==> src/rtl/dct_inv_stream_if.sv <==
// Coefficient-in / sample-out streaming bus for the 4-point inverse DCT engine.
interface dct_inv_stream_if #(
   parameter int unsigned CW = 10,
   parameter int unsigned SW = 13
);
   logic signed [CW-1:0] coef_i;
   logic                 coef_valid_i;
   logic                 coef_ready_o;
   logic signed [SW-1:0] smp_o;
   logic                 smp_valid_o;
   logic                 smp_ready_i;
   logic                 smp_last_o;
   logic                 smp_sat_o;

   // Source of coefficients and sink of samples
   modport master (
      output coef_i, coef_valid_i, smp_ready_i,
      input  coef_ready_o, smp_o, smp_valid_o, smp_last_o, smp_sat_o
   );

   // The inverse DCT engine itself
   modport slave (
      input  coef_i, coef_valid_i, smp_ready_i,
      output coef_ready_o, smp_o, smp_valid_o, smp_last_o, smp_sat_o
   );
endinterface

==> src/rtl/dct_inv_stream.sv <==
// Streaming 4-point integer inverse DCT: loads X0..X3 serially, computes the
// 20x-scaled block in one cycle, then emits y0..y3 serially with saturation flags.
module dct_inv_stream #(
   parameter int unsigned CW = 10,
   parameter int unsigned SW = 13
) (
   input  logic          clk_i,
   input  logic          rst_n_i,
   dct_inv_stream_if.slave bus
);

   localparam int unsigned IW = 15;
   localparam logic signed [IW-1:0] SAT_MAX = IW'((1 << (SW - 1)) - 1);
   localparam logic signed [IW-1:0] SAT_MIN = ~SAT_MAX;

   typedef enum logic [1:0] {
      S_LOAD = 2'd0,
      S_CALC = 2'd1,
      S_SEND = 2'd2
   } state_t;

   state_t               r_state;
   logic [1:0]           r_cnt;
   logic [1:0]           r_idx;
   logic signed [CW-1:0] r_x [4];
   logic signed [SW-1:0] r_y [4];
   logic [3:0]           r_sat;
   logic signed [SW-1:0] r_smp;
   logic                 r_smp_valid;
   logic                 r_smp_last;
   logic                 r_smp_sat;
   logic                 r_coef_ready;

   logic signed [IW-1:0] w_x [4];
   logic signed [IW-1:0] w_5x0, w_5x2;
   logic signed [IW-1:0] w_4x1, w_2x1, w_4x3, w_2x3;
   logic signed [IW-1:0] w_sum [4];
   logic signed [SW-1:0] w_y [4];
   logic [3:0]           w_sat;
   logic [1:0]           w_nidx;

   // Sign-extend the stored coefficients to the intermediate width
   always_comb begin
      for (int k = 0; k < 4; k++) begin
         w_x[k] = {{(IW-CW){r_x[k][CW-1]}}, r_x[k]};
      end
   end

   // Shift-and-add partial products; no multipliers needed
   assign w_5x0 = (w_x[0] <<< 2) + w_x[0];
   assign w_5x2 = (w_x[2] <<< 2) + w_x[2];
   assign w_4x1 = w_x[1] <<< 2;
   assign w_2x1 = w_x[1] <<< 1;
   assign w_4x3 = w_x[3] <<< 2;
   assign w_2x3 = w_x[3] <<< 1;

   // Weighted inverse butterfly (row weights 5,2,5,2 fold the 20x scale in)
   assign w_sum[0] = w_5x0 + w_4x1 + w_5x2 + w_2x3;
   assign w_sum[1] = w_5x0 + w_2x1 - w_5x2 - w_4x3;
   assign w_sum[2] = w_5x0 - w_2x1 - w_5x2 + w_4x3;
   assign w_sum[3] = w_5x0 - w_4x1 + w_5x2 - w_2x3;

   // Clamp each sum to the output range and flag when the clamp engaged
   always_comb begin
      w_sat = '0;
      for (int k = 0; k < 4; k++) begin
         w_y[k] = SW'(w_sum[k]);
         if (w_sum[k] > SAT_MAX) begin
            w_y[k]   = SW'(SAT_MAX);
            w_sat[k] = 1'b1;
         end else if (w_sum[k] < SAT_MIN) begin
            w_y[k]   = SW'(SAT_MIN);
            w_sat[k] = 1'b1;
         end
      end
   end

   assign w_nidx = r_idx + 2'd1;

   // Block FSM: collect coefficients, compute once, stream samples out
   always_ff @(posedge clk_i or negedge rst_n_i) begin
      if (!rst_n_i) begin
         r_state      <= S_LOAD;
         r_cnt        <= 2'd0;
         r_idx        <= 2'd0;
         r_sat        <= '0;
         r_smp        <= '0;
         r_smp_valid  <= 1'b0;
         r_smp_last   <= 1'b0;
         r_smp_sat    <= 1'b0;
         r_coef_ready <= 1'b1;
         for (int k = 0; k < 4; k++) begin
            r_x[k] <= '0;
            r_y[k] <= '0;
         end
      end else begin
         case (r_state)
            S_LOAD: begin
               if (bus.coef_valid_i && r_coef_ready) begin
                  r_x[r_cnt] <= bus.coef_i;
                  r_cnt      <= r_cnt + 2'd1;
                  if (r_cnt == 2'd3) begin
                     r_state      <= S_CALC;
                     r_coef_ready <= 1'b0;
                  end
               end
            end
            S_CALC: begin
               for (int k = 0; k < 4; k++) begin
                  r_y[k] <= w_y[k];
               end
               r_sat       <= w_sat;
               r_smp       <= w_y[0];
               r_smp_sat   <= w_sat[0];
               r_smp_last  <= 1'b0;
               r_smp_valid <= 1'b1;
               r_idx       <= 2'd0;
               r_state     <= S_SEND;
            end
            S_SEND: begin
               if (r_smp_valid && bus.smp_ready_i) begin
                  if (r_idx == 2'd3) begin
                     // Last sample leaves: reopen the input on the same edge
                     r_state      <= S_LOAD;
                     r_cnt        <= 2'd0;
                     r_idx        <= 2'd0;
                     r_smp        <= '0;
                     r_smp_valid  <= 1'b0;
                     r_smp_last   <= 1'b0;
                     r_smp_sat    <= 1'b0;
                     r_coef_ready <= 1'b1;
                  end else begin
                     r_idx      <= w_nidx;
                     r_smp      <= r_y[w_nidx];
                     r_smp_sat  <= r_sat[w_nidx];
                     r_smp_last <= (w_nidx == 2'd3);
                  end
               end
            end
            default: begin
               r_state      <= S_LOAD;
               r_cnt        <= 2'd0;
               r_idx        <= 2'd0;
               r_smp_valid  <= 1'b0;
               r_coef_ready <= 1'b1;
            end
         endcase
      end
   end

   assign bus.coef_ready_o = r_coef_ready;
   assign bus.smp_o        = r_smp;
   assign bus.smp_valid_o  = r_smp_valid;
   assign bus.smp_last_o   = r_smp_last;
   assign bus.smp_sat_o    = r_smp_sat;

endmodule

==> src/flat_wrapper.sv <==
// flat-port wrapper written by rule: the top's interface ports become plain ports
module dct_inv_stream_flat 
#(
   parameter int unsigned CW = 10,
   parameter int unsigned SW = 13
)
  (clk_i, rst_n_i, bus_coef_i, bus_coef_valid_i, bus_smp_ready_i, bus_coef_ready_o, bus_smp_o, bus_smp_valid_o, bus_smp_last_o, bus_smp_sat_o);
  dct_inv_stream_if #(.CW(CW), .SW(SW)) bus_i ();
  input  logic clk_i;
  input  logic rst_n_i;
  input wire logic [$bits(bus_i.coef_i)-1:0] bus_coef_i;
  input wire logic [$bits(bus_i.coef_valid_i)-1:0] bus_coef_valid_i;
  input wire logic [$bits(bus_i.smp_ready_i)-1:0] bus_smp_ready_i;
  output wire logic [$bits(bus_i.coef_ready_o)-1:0] bus_coef_ready_o;
  output wire logic [$bits(bus_i.smp_o)-1:0] bus_smp_o;
  output wire logic [$bits(bus_i.smp_valid_o)-1:0] bus_smp_valid_o;
  output wire logic [$bits(bus_i.smp_last_o)-1:0] bus_smp_last_o;
  output wire logic [$bits(bus_i.smp_sat_o)-1:0] bus_smp_sat_o;
  assign bus_i.coef_i = bus_coef_i;
  assign bus_i.coef_valid_i = bus_coef_valid_i;
  assign bus_i.smp_ready_i = bus_smp_ready_i;
  assign bus_coef_ready_o = bus_i.coef_ready_o;
  assign bus_smp_o = bus_i.smp_o;
  assign bus_smp_valid_o = bus_i.smp_valid_o;
  assign bus_smp_last_o = bus_i.smp_last_o;
  assign bus_smp_sat_o = bus_i.smp_sat_o;
  dct_inv_stream #(.CW(CW), .SW(SW)) u_core (.clk_i(clk_i), .rst_n_i(rst_n_i), .bus(bus_i));
endmodule
==> config.mk <==
export PLATFORM = sky130hd
export DESIGN_NAME = dct_inv_stream_flat
export DESIGN_NICKNAME = d
export VERILOG_FILES = /design/src/rtl/dct_inv_stream_if.sv /design/src/rtl/dct_inv_stream.sv /design/src/flat_wrapper.sv
export SDC_FILE = /design/constraint.sdc
export NUM_CORES = 1
export LEC_CHECK = 0
export BUFFER_PORTS_ARGS = -buffer_cell sky130_fd_sc_hd__buf_2
export CORE_MARGIN = 2
export CORE_UTILIZATION = 30
export CTS_BUF_LIST = sky130_fd_sc_hd__clkbuf_4 sky130_fd_sc_hd__clkbuf_8
export DETAILED_ROUTE_END_ITERATION = 6
export GPL_TIMING_DRIVEN = 0
export PLACE_DENSITY = 0.41
export SLEW_MARGIN = 15
export SYNTH_ARGS = -nofsm -noshare
export SYNTH_HDL_FRONTEND = slang
export SYNTH_SLANG_ARGS = --single-unit
export TNS_END_PERCENT = 10
==> constraint.sdc <==
create_clock -name clk_i -period 7.7 [get_ports clk_i]
set_clock_uncertainty 0.05 [all_clocks]
set_input_delay 1.54 -clock clk_i [delete_from_list [all_inputs] [get_ports clk_i]]
set_output_delay 1.54 -clock clk_i [all_outputs]
set_load 0.01 [all_outputs]
Word-level counts from Yosys, hierarchy flattened
Cells that the tools add are included.
{ "totals": {"regBits": 119, "input_bits": 14} }
{ "op_classes": {"addsub": 16, "n_lt_le_gt_ge": 12, "n_eq_ne": 9, "mux": 51, "n_bitwise": 4, "reduce_logical": 12} }
{ "ops": {"columns": ["op", "n"], "rows": [
  ["13-bit 2-to-1 mux", 12],
  ["15-bit by 13-bit greater-than comparator with 1-bit output (second input constant)", 4],
  ["15-bit by 13-bit less-than comparator with 1-bit output (second input constant)", 4],
  ["40-bit bitwise mux", 1],
  ["15-bit adder", 2],
  ["15-bit subtractor", 2],
  ["12-bit by 10-bit adder with 13-bit output", 2],
  ["13-bit binary-select mux with 2-bit select", 1],
  ["13-bit one-hot mux with 2 select lines", 1],
  ["10-bit demux with 2-bit select", 1],
  ["1-bit 2-to-1 mux", 19],
  ["15-bit by 11-bit adder with 15-bit output", 1],
  ["15-bit by 12-bit adder with 15-bit output", 1],
  ["15-bit by 11-bit subtractor with 15-bit output", 1],
  ["15-bit by 12-bit subtractor with 15-bit output", 1],
  ["13-bit by 11-bit adder with 14-bit output", 1],
  ["13-bit by 12-bit adder with 14-bit output", 1],
  ["2-bit 2-to-1 mux", 7],
  ["13-bit by 11-bit subtractor with 14-bit output", 1],
  ["13-bit by 12-bit subtractor with 14-bit output", 1],
  ["2-bit one-hot mux with 3 select lines", 2],
  ["10-bit 2-to-1 mux", 1],
  ["2-bit == test (second input constant)", 4],
  ["2-bit by 1-bit inequality test with 1-bit output (second input constant)", 4],
  ["other kinds (18)", 29]
]} }

Depth between registers and ports, before layout
Gate-level depths: netlist of the first run.
{ "logic_depth": {"word_depth": 8, "ltp_mapped": 31} }

Worst setup path before layout of the first run
OpenSTA, ideal clock, no wires.
{ "synth_path": {"path_type": "register -> register", "from": "register u_core.r_x[30] (netlist bit)", "to": "register u_core.r_y[15] (netlist bit)", "setup_ps": 96, "arrival_time_ps": 5547, "required_time_ps": 7554, "slack_ps": 2008, "path_stages_with_launch": 29, "n_path_buf": 2, "synth_period_minus_slack_ps": 5692, "cell_sequence": "dfrtp_1 ha_1 inv_1 fa_1 nor2b_1 o21ai_0 a21boi_0 o21a_1 o21ai_0 nand2b_1 a21oi_1 xnor2_1 ha_1 clkbuf_1 nor2b_1 a2111oi_0 o211ai_1 fa_1 inv_1 ha_1 and2_1 nor2b_1 nor2_1 a21oi_2 mux2i_1 or2_1 buf_2 nand2_1 a311oi_2"} }
{ "synth_via": {"elab_chain_cells": 7, "elab_cells_between_ends": 8} }
{ "synth_lines": {"columns": ["element", "line_no", "text"], "rows": [
  ["start: declaration", "dct_inv_stream.sv:25", "logic signed [CW-1:0] r_x [4];"],
  ["start signal: indexed assignment", "dct_inv_stream.sv:100", "r_x[r_cnt] <= bus.coef_i;"],
  ["12-bit by 10-bit adder with 13-bit output *", "dct_inv_stream.sv:50", "assign w_5x0 = (w_x[0] <<< 2) + w_x[0];"],
  ["13-bit by 11-bit subtractor with 14-bit output *", "dct_inv_stream.sv:60", "assign w_sum[2] = w_5x0 - w_2x1 - w_5x2 + w_4x3;"],
  ["15-bit subtractor *", "dct_inv_stream.sv:60", null],
  ["15-bit by 12-bit adder with 15-bit output *", "dct_inv_stream.sv:60", null],
  ["15-bit by 13-bit less-than comparator with 1-bit output", "dct_inv_stream.sv:71", "end else if (w_sum[k] < SAT_MIN) begin"],
  ["13-bit 2-to-1 mux", "dct_inv_stream.sv:71", null],
  ["13-bit 2-to-1 mux *", "dct_inv_stream.sv:68", "if (w_sum[k] > SAT_MAX) begin"],
  ["end signal: indexed assignment", "dct_inv_stream.sv:110", "r_y[k] <= w_y[k];"],
  ["end: declaration", "dct_inv_stream.sv:26", "logic signed [SW-1:0] r_y [4];"]
]} }
Mark *: on every way between the ends. The rest lies on a longest branch, timed or not.
A chain may end at the register's enable or synchronous reset.

Worst setup path after layout of the first run
Same ends and word-level chain as after synthesis.

==> reports/results.txt, run 1 <==
Port Buffer Count = 30
WL/cell = 20.40 um
Die H = 203.4 um
Die area = 41,360 um2
Worst setup path startpoint = u_core.r_x[30]
Slew Limit Fails = 0
Share of cells above drive strength 1 = 10.20%
Unrepaired setup endpoints after global routing = no
Synth Area in Simple Gates = 11.50%
Tot GR Track Use = 19.56%
Nets = 1,553
Post-synth top cells = inv_1, ha_1, dfrtp_1, nor2_1, a21oi_1
Worst path top cell family by delay = compound AO/OA/AOI/OAI gates
Post-Syn Area = 11,930 um2
Async SR Flop Fraction = 100.0%
CTS resizes = 0
GP Congestion = 0.8754
Effective utilization at floorplan = 30.22%
Clock Sinks = 119
Count leader, synth = inv_1
Hold_buf cts = 0
# Max-Cap Violations = 0
Count of buffer and inverter cells on the critical path = 4
RR Endpoint = u_core.r_y[15]
Worst skew pair latency = 0.52 ns
Critical path's largest stage delay = 0.54 ns
Critical path class = reg -> reg
Root Buffer = clkbuf_8
CTS H-tree depth = 4
Reg-to-Reg Start = u_core.r_x[30]
Static leakage = 6.511 nW
Mux cell area share after synthesis = 5.823%
Inserted Clock Buffers = 17
DR vias/cell = 5.115
Post-synth cell types = 79
Worst hold path class = reg -> reg
Fin util = 33.33%
Rows = 73
Vias after detailed routing = 9,704
Sequential area share after synthesis = 24.98%
Fmax = 140.2 MHz
Die extent in x = 203.4 um
WHS Path Cells = 1
Number of global-route vias before repair = 9,988
Dominant cell type by area after synthesis = dfrtp_1
Final setup viols = 0
Dpl hpwl = 32.06 mm
CTS Buffer Depth = 2
VDD IR-drop max = 0.1089 mV
First-pass GRT wire length = 60.13 mm
Critical Path End Type = flip-flop
Detailed Routing Iterations Pass 1 = 5
Number of I/O pins = 31
CP max stage cell = fa_1
Syn nets = 1,503
Main synth FF type = dfrtp_1
Yosys warnings = 0
Filler cells = 4,216
Largest net degree at the start of global routing = 68
Congestion Overflow GR = 0
TritonCTS clock tree = yes
Reg2reg setup slack = 0.57 ns
ANT nets after route = 0
DRT met1 WL = 18.78 mm
Post-CTS Setup Bufs = 0
Final period utilization = 92.63%
Critical Path RT = 8.07 ns
DRC = 0
Hold Fails Final Rpt = 0
Worst setup SP type = flip-flop
Outcome = finished, final reports clean
Core Footprint = 39,460 um2
Layout overhead on the synthesized area = 10.29%
Top-area cell type share of the netlist area = 24.76%
Uppermost layer routed = met4
WL met3 = 940 um
Post-synth EDFFs = 0
Min Tclk post-route = 7.133 ns
Crit path arrival time = 7.50 ns
Worst Hold Margin = 0.4354 ns
Xor and xnor fraction of the mapped netlist area = 6.400%
Main combinational cell family by area after synthesis = compound AO/OA/AOI/OAI gates
N_diodes = 0
Post-Synthesis Cells = 1,309
Reg clk slew, reported paths = 0.08 ns
Worst-Margin Slew = 0.9775 ns
Initial drt markers = 444
R2R cell count = 28
Max FO, Critical Path = 10
Hold path endpoint = u_core.r_y[24]
Worst hold start = u_core.r_y[24]
Metal2 WL = 18.16 mm
Register bit total from synthesis = 119
Adder-Cell Fraction of Synth Area = 22.68%
Setup TNS = 0 ns
PwrDens = 94.30 nW/um2
Antenna violations before repair = 0
Fraction of the mapped netlist area in compound gates = 22.96%
Total routed wirelength = 38.71 mm
Slew headroom = 34.14%
Syn Area/Cell = 9.110 um2
Top cells by area, synth = dfrtp_1, ha_1, fa_1
[logic make-up after synthesis]
kind of cell	after synthesis
flip-flops	119
multiplexers	48
buffers and inverters	177
adder cells (fa/ha/maj)	181
AO/OA/AOI/OAI	401
XOR/XNOR	85
AND/OR/NAND/NOR	298
[through the flow]
step	cells	setup slack [ns]	cell area (um2)	total power, mW
after floorplan	1309	2.008	11930	0.6372
after global placement	1864	0.4619	12730	0.6579
after detailed placement	1865	0.4584	12770	0.6604
after CTS	1897	0.4150	13150	1.263
after global routing	1897	0.03029	13150	1.284
final	1897	0.5672	13150	1.240
[cell type report]
class                           instances  area (um2)  share of cell area (%)
Timing Repair Buffer                   31       187.7                   1.427
Inverter                              137       514.2                   3.910
Clock inverter                         11       96.34                  0.7325
Multi-Input combinational cell       1013        8275                   62.92
Buffer                                 40       160.2                   1.218
Sequential cell                       119        2979                   22.65
Tap cell                              525       656.9                   4.994
Clock buffer                           21       282.8                   2.150
[how the worst max path moves through the flow]
stage,to,slack [ns],cells past startpoint
2_1_floorplan,u_core.r_y[15],2.01,28
3_3_place_gp,u_core.r_y[15],0.46,28
3_5_place_dp,u_core.r_y[15],0.46,28
4_1_cts,u_core.r_y[15],0.41,28
5_1_grt,u_core.r_y[15],0.03,28
6_report,u_core.r_y[15],0.57,28
[layout by cell type (no fill, tap or decap), drive strengths merged, types with 9 or more instances in the layout]
| master | count |
|---|---|
| nand2b | 18 |
| ha | 121 |
| nand3 | 12 |
| inv | 138 |
| xnor2 | 59 |
| nand2 | 89 |
| a221o | 9 |
| o21a | 14 |
| a21oi | 105 |
| a211oi | 22 |
| nor2 | 106 |
| fa | 59 |
| o22ai | 10 |
| a211o | 10 |
| o21bai | 24 |
| mux4 | 14 |
| mux2 | 31 |
| clkbuf | 51 |
| buf | 41 |
| a221oi | 12 |
| o21ai | 75 |
| dfrtp | 118 |
| nor2b | 13 |
| nor3 | 23 |
| a21o | 33 |
| o31ai | 12 |
| xor2 | 26 |
| a22o | 15 |
[routing by layer]
layer	vias to the layer above	track usage [%]
met5	-	0
met4	0	6.283
met3	37	3.084
met2	115	32.41
met1	4791	26.09
li1	4761	-
[power breakdown]
part           switching (mW)  internal (mW)
Clock                   0.311          0.283
Combinational          0.0174        0.00461
Sequential                  0          0.624
Total                   0.328          0.912
[worst reg2reg max path, delay by kind of cell, from the launching register on]
kind / cells / cell delay (ns)
mux: 1 / 0.52
simple gates: 8 / 1.31
flops: 1 / 0.46
compound gates: 9 / 1.96
xor+xnor: 1 / 0.37
buf+inv: 4 / 0.56
fa+ha+maj: 5 / 1.81
[state kept, by name, summed over array words and instances (netlist names)]
signal,flops
u_core.bus.coef_ready_o,1
u_core.bus.smp_last_o,1
u_core.bus.smp_o,13
u_core.bus.smp_sat_o,1
u_core.bus.smp_valid_o,1
u_core.r_cnt,2
u_core.r_idx,2
u_core.r_sat,4
u_core.r_state,2
u_core.r_x,40
u_core.r_y,52
No activity file was read; power rests on OpenSTA's default activity.
==> run 2, diff against run 1 <==
- clock period: 7.7 -> 8.8 ns (I/O delays scaled with it)
==> run 2 against run 1 <==
Flip-flop and latch count is the same; core utilization is essentially flat; final cell count is the same; final area is essentially flat; clock-buffer cell count is the same; die area is the same; register-to-register slack gained 0.95 ns.
==> reports/results.txt, run 2 (synthesis gave the netlist of run 1 again) <==
Antenna violations before repair = 0 (unchanged)
Share of cells above drive strength 1 = 10.13% (was 10.20%)
Reg-to-Reg Start = u_core.r_x[30] (unchanged)
Initial drt markers = 461 (was 444)
Critical Path End Type = flip-flop (unchanged)
Worst setup path startpoint = u_core.r_x[30] (unchanged)
Setup TNS = 0 ns (unchanged)
Max FO, Critical Path = 10 (unchanged)
Congestion Overflow GR = 0 (unchanged)
Min Tclk post-route = 7.287 ns (was 7.133 ns)
WHS Path Cells = 1 (unchanged)
WL/cell = 20.42 um (was 20.40 um)
# Max-Cap Violations = 0 (unchanged)
Worst-Margin Slew = 0.9811 ns (was 0.9775 ns)
GP Congestion = 0.8754 (unchanged)
ANT nets after route = 0 (unchanged)
Outcome = finished, final reports clean (unchanged)
CP max stage cell = mux2i_1 (was fa_1)
Die extent in x = 203.4 um (unchanged)
Layout Cells excl Fill = 1,897 (unchanged)
Pre-CTS setup slack = 1.558 ns (was 0.4584 ns)
Die area = 41,360 um2 (unchanged)
Vias after detailed routing = 9,702 (was 9,704)
Effective utilization at floorplan = 30.22% (unchanged)
Rows = 73 (unchanged)
DR vias/cell = 5.114 (was 5.115)
Clock Sinks = 119 (unchanged)
R2R cell count = 28 (unchanged)
Dpl hpwl = 32.06 mm (unchanged)
Largest net degree at the start of global routing = 68 (unchanged)
Number of global-route vias before repair = 9,988 (unchanged)
CTS Buffer Depth = 2 (unchanged)
Nets = 1,553 (unchanged)
Worst setup SP type = flip-flop (unchanged)
CTS resizes = 0 (unchanged)
Final period utilization = 82.81% (was 92.63%)
Core Footprint = 39,460 um2 (unchanged)
Static leakage = 6.505 nW (was 6.511 nW)
Slew headroom = 33.90% (was 34.14%)
N_diodes = 0 (unchanged)
DRC = 0 (unchanged)
Hold_buf cts = 0 (unchanged)
Critical path's largest stage delay = 0.68 ns (was 0.54 ns)
RR Endpoint = u_core.r_y[15] (unchanged)
PwrDens = 82.62 nW/um2 (was 94.30 nW/um2)
Commonest non-fill, non-tap cells in the layout = inv_1, ha_1, dfrtp_1, nor2_1, a21oi_1 (unchanged)
Total routed wirelength = 38.74 mm (was 38.71 mm)
Critical path class = reg -> reg (unchanged)
Fmax = 137.2 MHz (was 140.2 MHz)
Layout overhead on the synthesized area = 10.26% (was 10.29%)
Largest register FFs = 52 (unchanged)
Inserted Clock Buffers = 17 (unchanged)
Tot Pwr = 1.086 mW (was 1.240 mW)
Most common cell after layout, fill and taps aside = inv_1 (unchanged)
Unrepaired setup endpoints after global routing = no (unchanged)
Number of I/O pins = 31 (unchanged)
CTS H-tree depth = 4 (unchanged)
Slew Limit Fails = 0 (unchanged)
Worst skew pair latency = 0.52 ns (about the same)
Worst setup path end = u_core.r_y[15] (unchanged)
VDD IR-drop max = 0.09561 mV (was 0.1089 mV)
TritonCTS clock tree = yes (unchanged)
Largest Register = u_core.r_y (unchanged)
Tot GR Track Use = 19.56% (unchanged)
Final setup viols = 0 (unchanged)
First-pass GRT wire length = 60.13 mm (unchanged)
Reg2reg setup slack = 1.51 ns (was 0.57 ns)
Final worst slack = 1.513 ns (was 0.5672 ns)
Critical Path RT = 9.17 ns (was 8.07 ns)
Worst hold path class = reg -> reg (unchanged)
Post-CTS Setup Bufs = 0 (unchanged)
Die H = 203.4 um (unchanged)
Crit path arrival time = 7.65 ns (was 7.50 ns)
Cells after DPL = 1,865 (unchanged)
Reg clk slew, reported paths = 0.08 ns (about the same)
Detailed Routing Iterations Pass 1 = 5 (unchanged)
Hold Fails Final Rpt = 0 (unchanged)
Root Buffer = clkbuf_8 (unchanged)
Port Buffer Count = 30 (unchanged)
-- run 2: final cells by class --
| class | count | area, um2 |
|---|---|---|
| fill | 4215 | 26310 |
| multi-input combinational | 1013 | 8272 |
| sequential | 119 | 2979 |
| tap | 525 | 656.9 |
| inverter | 137 | 514.2 |
| clock buffer | 21 | 282.8 |
| timing repair buffer | 31 | 187.7 |
| buffer | 40 | 160.2 |
| clock inverter | 11 | 96.34 |
-- run 2: critical path: cells and delay by family (launching register included) --
kind,cells,cell delay (ns)
AO/OA/AOI/OAI,9,1.94
adder cells (fa/ha/maj),5,1.81
AND/OR/NAND/NOR,8,1.32
multiplexers,1,0.68
buffers and inverters,4,0.56
flip-flops,1,0.46
XOR/XNOR,1,0.37
-- run 2: where the power goes --
part	switching, mW	internal [mW]	total (mW)	leakage (nW)
clock	0.273	0.248	0.521	0.196
sequential	0	0.546	0.546	1.57
combinational	0.0152	0.00404	0.0193	4.74
-- run 2: routing by layer --
layer  vias to the layer above  global-route usage (%)  routed length [um]
met5                         -                       0                   0
met4                         0                   6.283                 844
met3                        40                   3.084                 917
met2                       118                   32.41               18170
met1                      4777                   26.09               18810
li1                       4767                       -                   -
-- run 2: how the worst min path moves through the flow --
| stage | start | endpoint | slack (ns) |
|---|---|---|---|
| after detailed placement | u_core.r_y[11] | u_core.r_y[11] | 0.42 |
| final | u_core.r_y[24] | u_core.r_y[24] | 0.44 |
| after floorplan | u_core.r_y[38] | u_core.r_y[38] | 0.39 |
| after global routing | u_core.r_y[11] | u_core.r_y[11] | 0.45 |
| after global placement | u_core.r_y[20] | u_core.r_y[20] | 0.41 |
| after CTS | u_core.r_y[11] | u_core.r_y[11] | 0.44 |
-- run 2: through the flow --
| stage | instance area (um2) | hold WS, ns | util, % |
|---|---|---|---|
| after global routing | 13150 | 0.4528 | 33.32 |
| after global placement | 12730 | 0.4082 | 32.27 |
| after detailed placement | 12770 | 0.4186 | 32.36 |
| after floorplan | 11930 | 0.3916 | - |
| after CTS | 13150 | 0.4371 | 33.32 |
| final | 13150 | 0.4355 | 33.32 |
==> run 3, diff against run 2 <==
- clock period: 8.8 -> 7 ns (I/O delays scaled with it)
==> run 3 against run 2 <==
Clock power up 26%; critical path depth unchanged; maximum frequency up 11%; largest cell class unchanged; via count down 0.18%; global-route usage about the same; combinational power up 25%; final cell count about the same; highest routed layer unchanged; die area unchanged; setup slack worse by 1.1 ns.
==> reports/results.txt, run 3 (synthesis gave the netlist of run 1 again) <==
Crit path arrival time = 6.92 ns (was 7.65 ns)
Max FO, Critical Path = 10 (unchanged)
Critical Path RT = 7.37 ns (was 9.17 ns)
N_diodes = 0 (unchanged)
Post-placement cell area = 12,770 um2 (unchanged)
Worst setup SP type = flip-flop (unchanged)
Die H = 203.4 um (unchanged)
Slew Limit Fails = 0 (unchanged)
Core Footprint = 39,460 um2 (unchanged)
Critical path class = reg -> reg (unchanged)
Min Tclk post-route = 6.553 ns (was 7.287 ns)
TritonCTS clock tree = yes (unchanged)
Number of I/O pins = 31 (unchanged)
Most common cell after layout, fill and taps aside = inv_1 (unchanged)
CTS H-tree depth = 4 (unchanged)
Register area = 2980 um2 (was 2979 um2)
Nets = 1,554 (was 1,553)
Inserted Clock Buffers = 17 (unchanged)
Tot Pwr = 1.365 mW (was 1.086 mW)
Clock Sinks = 119 (unchanged)
Hold Fails Final Rpt = 0 (unchanged)
Largest register FFs = 52 (unchanged)
Tot GR Track Use = 19.56% (about the same)
DR vias/cell = 5.103 (was 5.114)
Outcome = finished, final reports clean (unchanged)
Hold_buf cts = 0 (unchanged)
Vias after detailed routing = 9,685 (was 9,702)
Slew headroom = 34.81% (was 33.90%)
Final setup viols = 0 (unchanged)
Die extent in x = 203.4 um (unchanged)
Largest Register = u_core.r_y (unchanged)
Critical Path End Type = flip-flop (unchanged)
Fmax = 152.6 MHz (was 137.2 MHz)
Effective utilization at floorplan = 30.22% (unchanged)
Dpl hpwl = 32.06 mm (unchanged)
Port Buffer Count = 30 (unchanged)
Largest net degree at the start of global routing = 68 (unchanged)
Critical path's largest stage delay = 0.53 ns (was 0.68 ns)
PwrDens = 102.9 nW/um2 (was 82.62 nW/um2)
Filler cells = 4,208 (was 4,215)
Layout overhead on the synthesized area = 11.28% (was 10.26%)
CTS Buffer Depth = 2 (unchanged)
# Max-Cap Violations = 0 (unchanged)
Fin util = 33.63% (was 33.32%)
Initial drt markers = 485 (was 461)
Die area = 41,360 um2 (unchanged)
Static leakage = 6.559 nW (was 6.505 nW)
Root Buffer = clkbuf_8 (unchanged)
Rows = 73 (unchanged)
Total routed wirelength = 38.86 mm (was 38.74 mm)
Design area = 13,270 um2 (was 13,150 um2)
Worst skew pair latency = 0.52 ns (about the same)
Multi-input logic area = 8374 um2 (was 8272 um2)
Detailed Routing Iterations Pass 1 = 5 (unchanged)
CP max stage cell = fa_1 (was mux2i_1)
Final period utilization = 93.61% (was 82.81%)
Worst Hold Margin = 0.4345 ns (was 0.4355 ns)
Commonest non-fill, non-tap cells in the layout = inv_1, ha_1, dfrtp_1, nor2_1, a21oi_1 (unchanged)
Reg clk slew, reported paths = 0.08 ns (about the same)
DRC = 0 (unchanged)
VDD IR-drop max = 0.1198 mV (was 0.09561 mV)
Worst hold path class = reg -> reg (unchanged)
GP Congestion = 0.8754 (unchanged)
Share of cells above drive strength 1 = 11.58% (was 10.13%)
Worst-Margin Slew = 0.9677 ns (was 0.9811 ns)
Unrepaired setup endpoints after global routing = yes (was no)
ANT nets after route = 0 (unchanged)
Number of global-route vias before repair = 9,999 (was 9,988)
WL/cell = 20.47 um (was 20.42 um)
First-pass GRT wire length = 60.15 mm (was 60.13 mm)
Antenna violations before repair = 0 (unchanged)
Congestion Overflow GR = 0 (unchanged)
-- run 3: cell count changes in the layout (fill, tap and decap cells not counted), sizes merged --
| cell | change |
|---|---|
| buf | +3 |
| clkinv | -1 |
| clkinvlp | +1 |
| clkbuf | -2 |
-- run 3: worst paths after layout --
path | start | to | slack, ns | cells past startpoint
setup / recovery | u_core.r_x[30] | u_core.r_y[15] | 0.45 | 28
hold / removal | u_core.r_sat[3] | u_core.r_sat[3] | 0.43 | 1
setup reg to reg | u_core.r_x[30] | u_core.r_y[15] | 0.45 | 28
hold reg to reg | u_core.r_sat[3] | u_core.r_sat[3] | 0.43 | 1
max in group asynchronous | rst_n_i | u_core.r_x[27] | 5.40 | 2
min in group asynchronous | rst_n_i | u_core.bus.smp_o[1] | 0.74 | 1
-- run 3: per-stage QoR --
| stage | setup slack [ns] | cells | TNS (ns) |
|---|---|---|---|
| after floorplan | 1.308 | 1309 | 0 |
| after global placement | -0.2381 | 1864 | -1.336 |
| after detailed placement | -0.2416 | 1865 | -1.310 |
| after CTS | 0.02722 | 1897 | 0 |
| after global routing | -0.03783 | 1898 | -0.1003 |
| final | 0.4474 | 1898 | 0 |
-- run 3: timing repair --
action / CTS / global route
pin swaps: 0 / 2
gates resized for setup: 5 / 22
setup buffers: 0 / 2
setup endpoints to repair: 20 / 67
-- run 3: routing by layer --
metal	track usage [%]	up-vias	wire [um]
met2	32.41	120	18260
met5	0	-	0
met1	26.11	4764	18830
met3	3.084	38	966
met4	6.283	0	807
li1	-	4763	-
-- run 3: power by group --
part           internal [mW]  switching [mW]
combinational        0.00508          0.0191
clock                  0.311           0.343
sequential             0.687               0
-- run 3: area by class of cell --
type / count / share of cell area, %
clock buffers: 21 / 2.131
inverters: 137 / 3.903
well taps: 525 / 4.950
repair buffers: 33 / 1.527
flip-flops and latches: 119 / 22.46
plain buffers: 39 / 1.197
clock inverters: 11 / 0.7260
multi-input cells: 1013 / 63.11
-- run 3: critical path, delay by kind of cell (launching register included) --
kind | cells | cell delay (ns)
AO/OA/AOI/OAI | 9 | 2.12
XOR/XNOR | 1 | 0.18
adder cells (fa/ha/maj) | 5 | 1.56
buffers and inverters | 4 | 0.57
flip-flops | 1 | 0.46
multiplexers | 1 | 0.34
AND/OR/NAND/NOR | 8 | 1.15
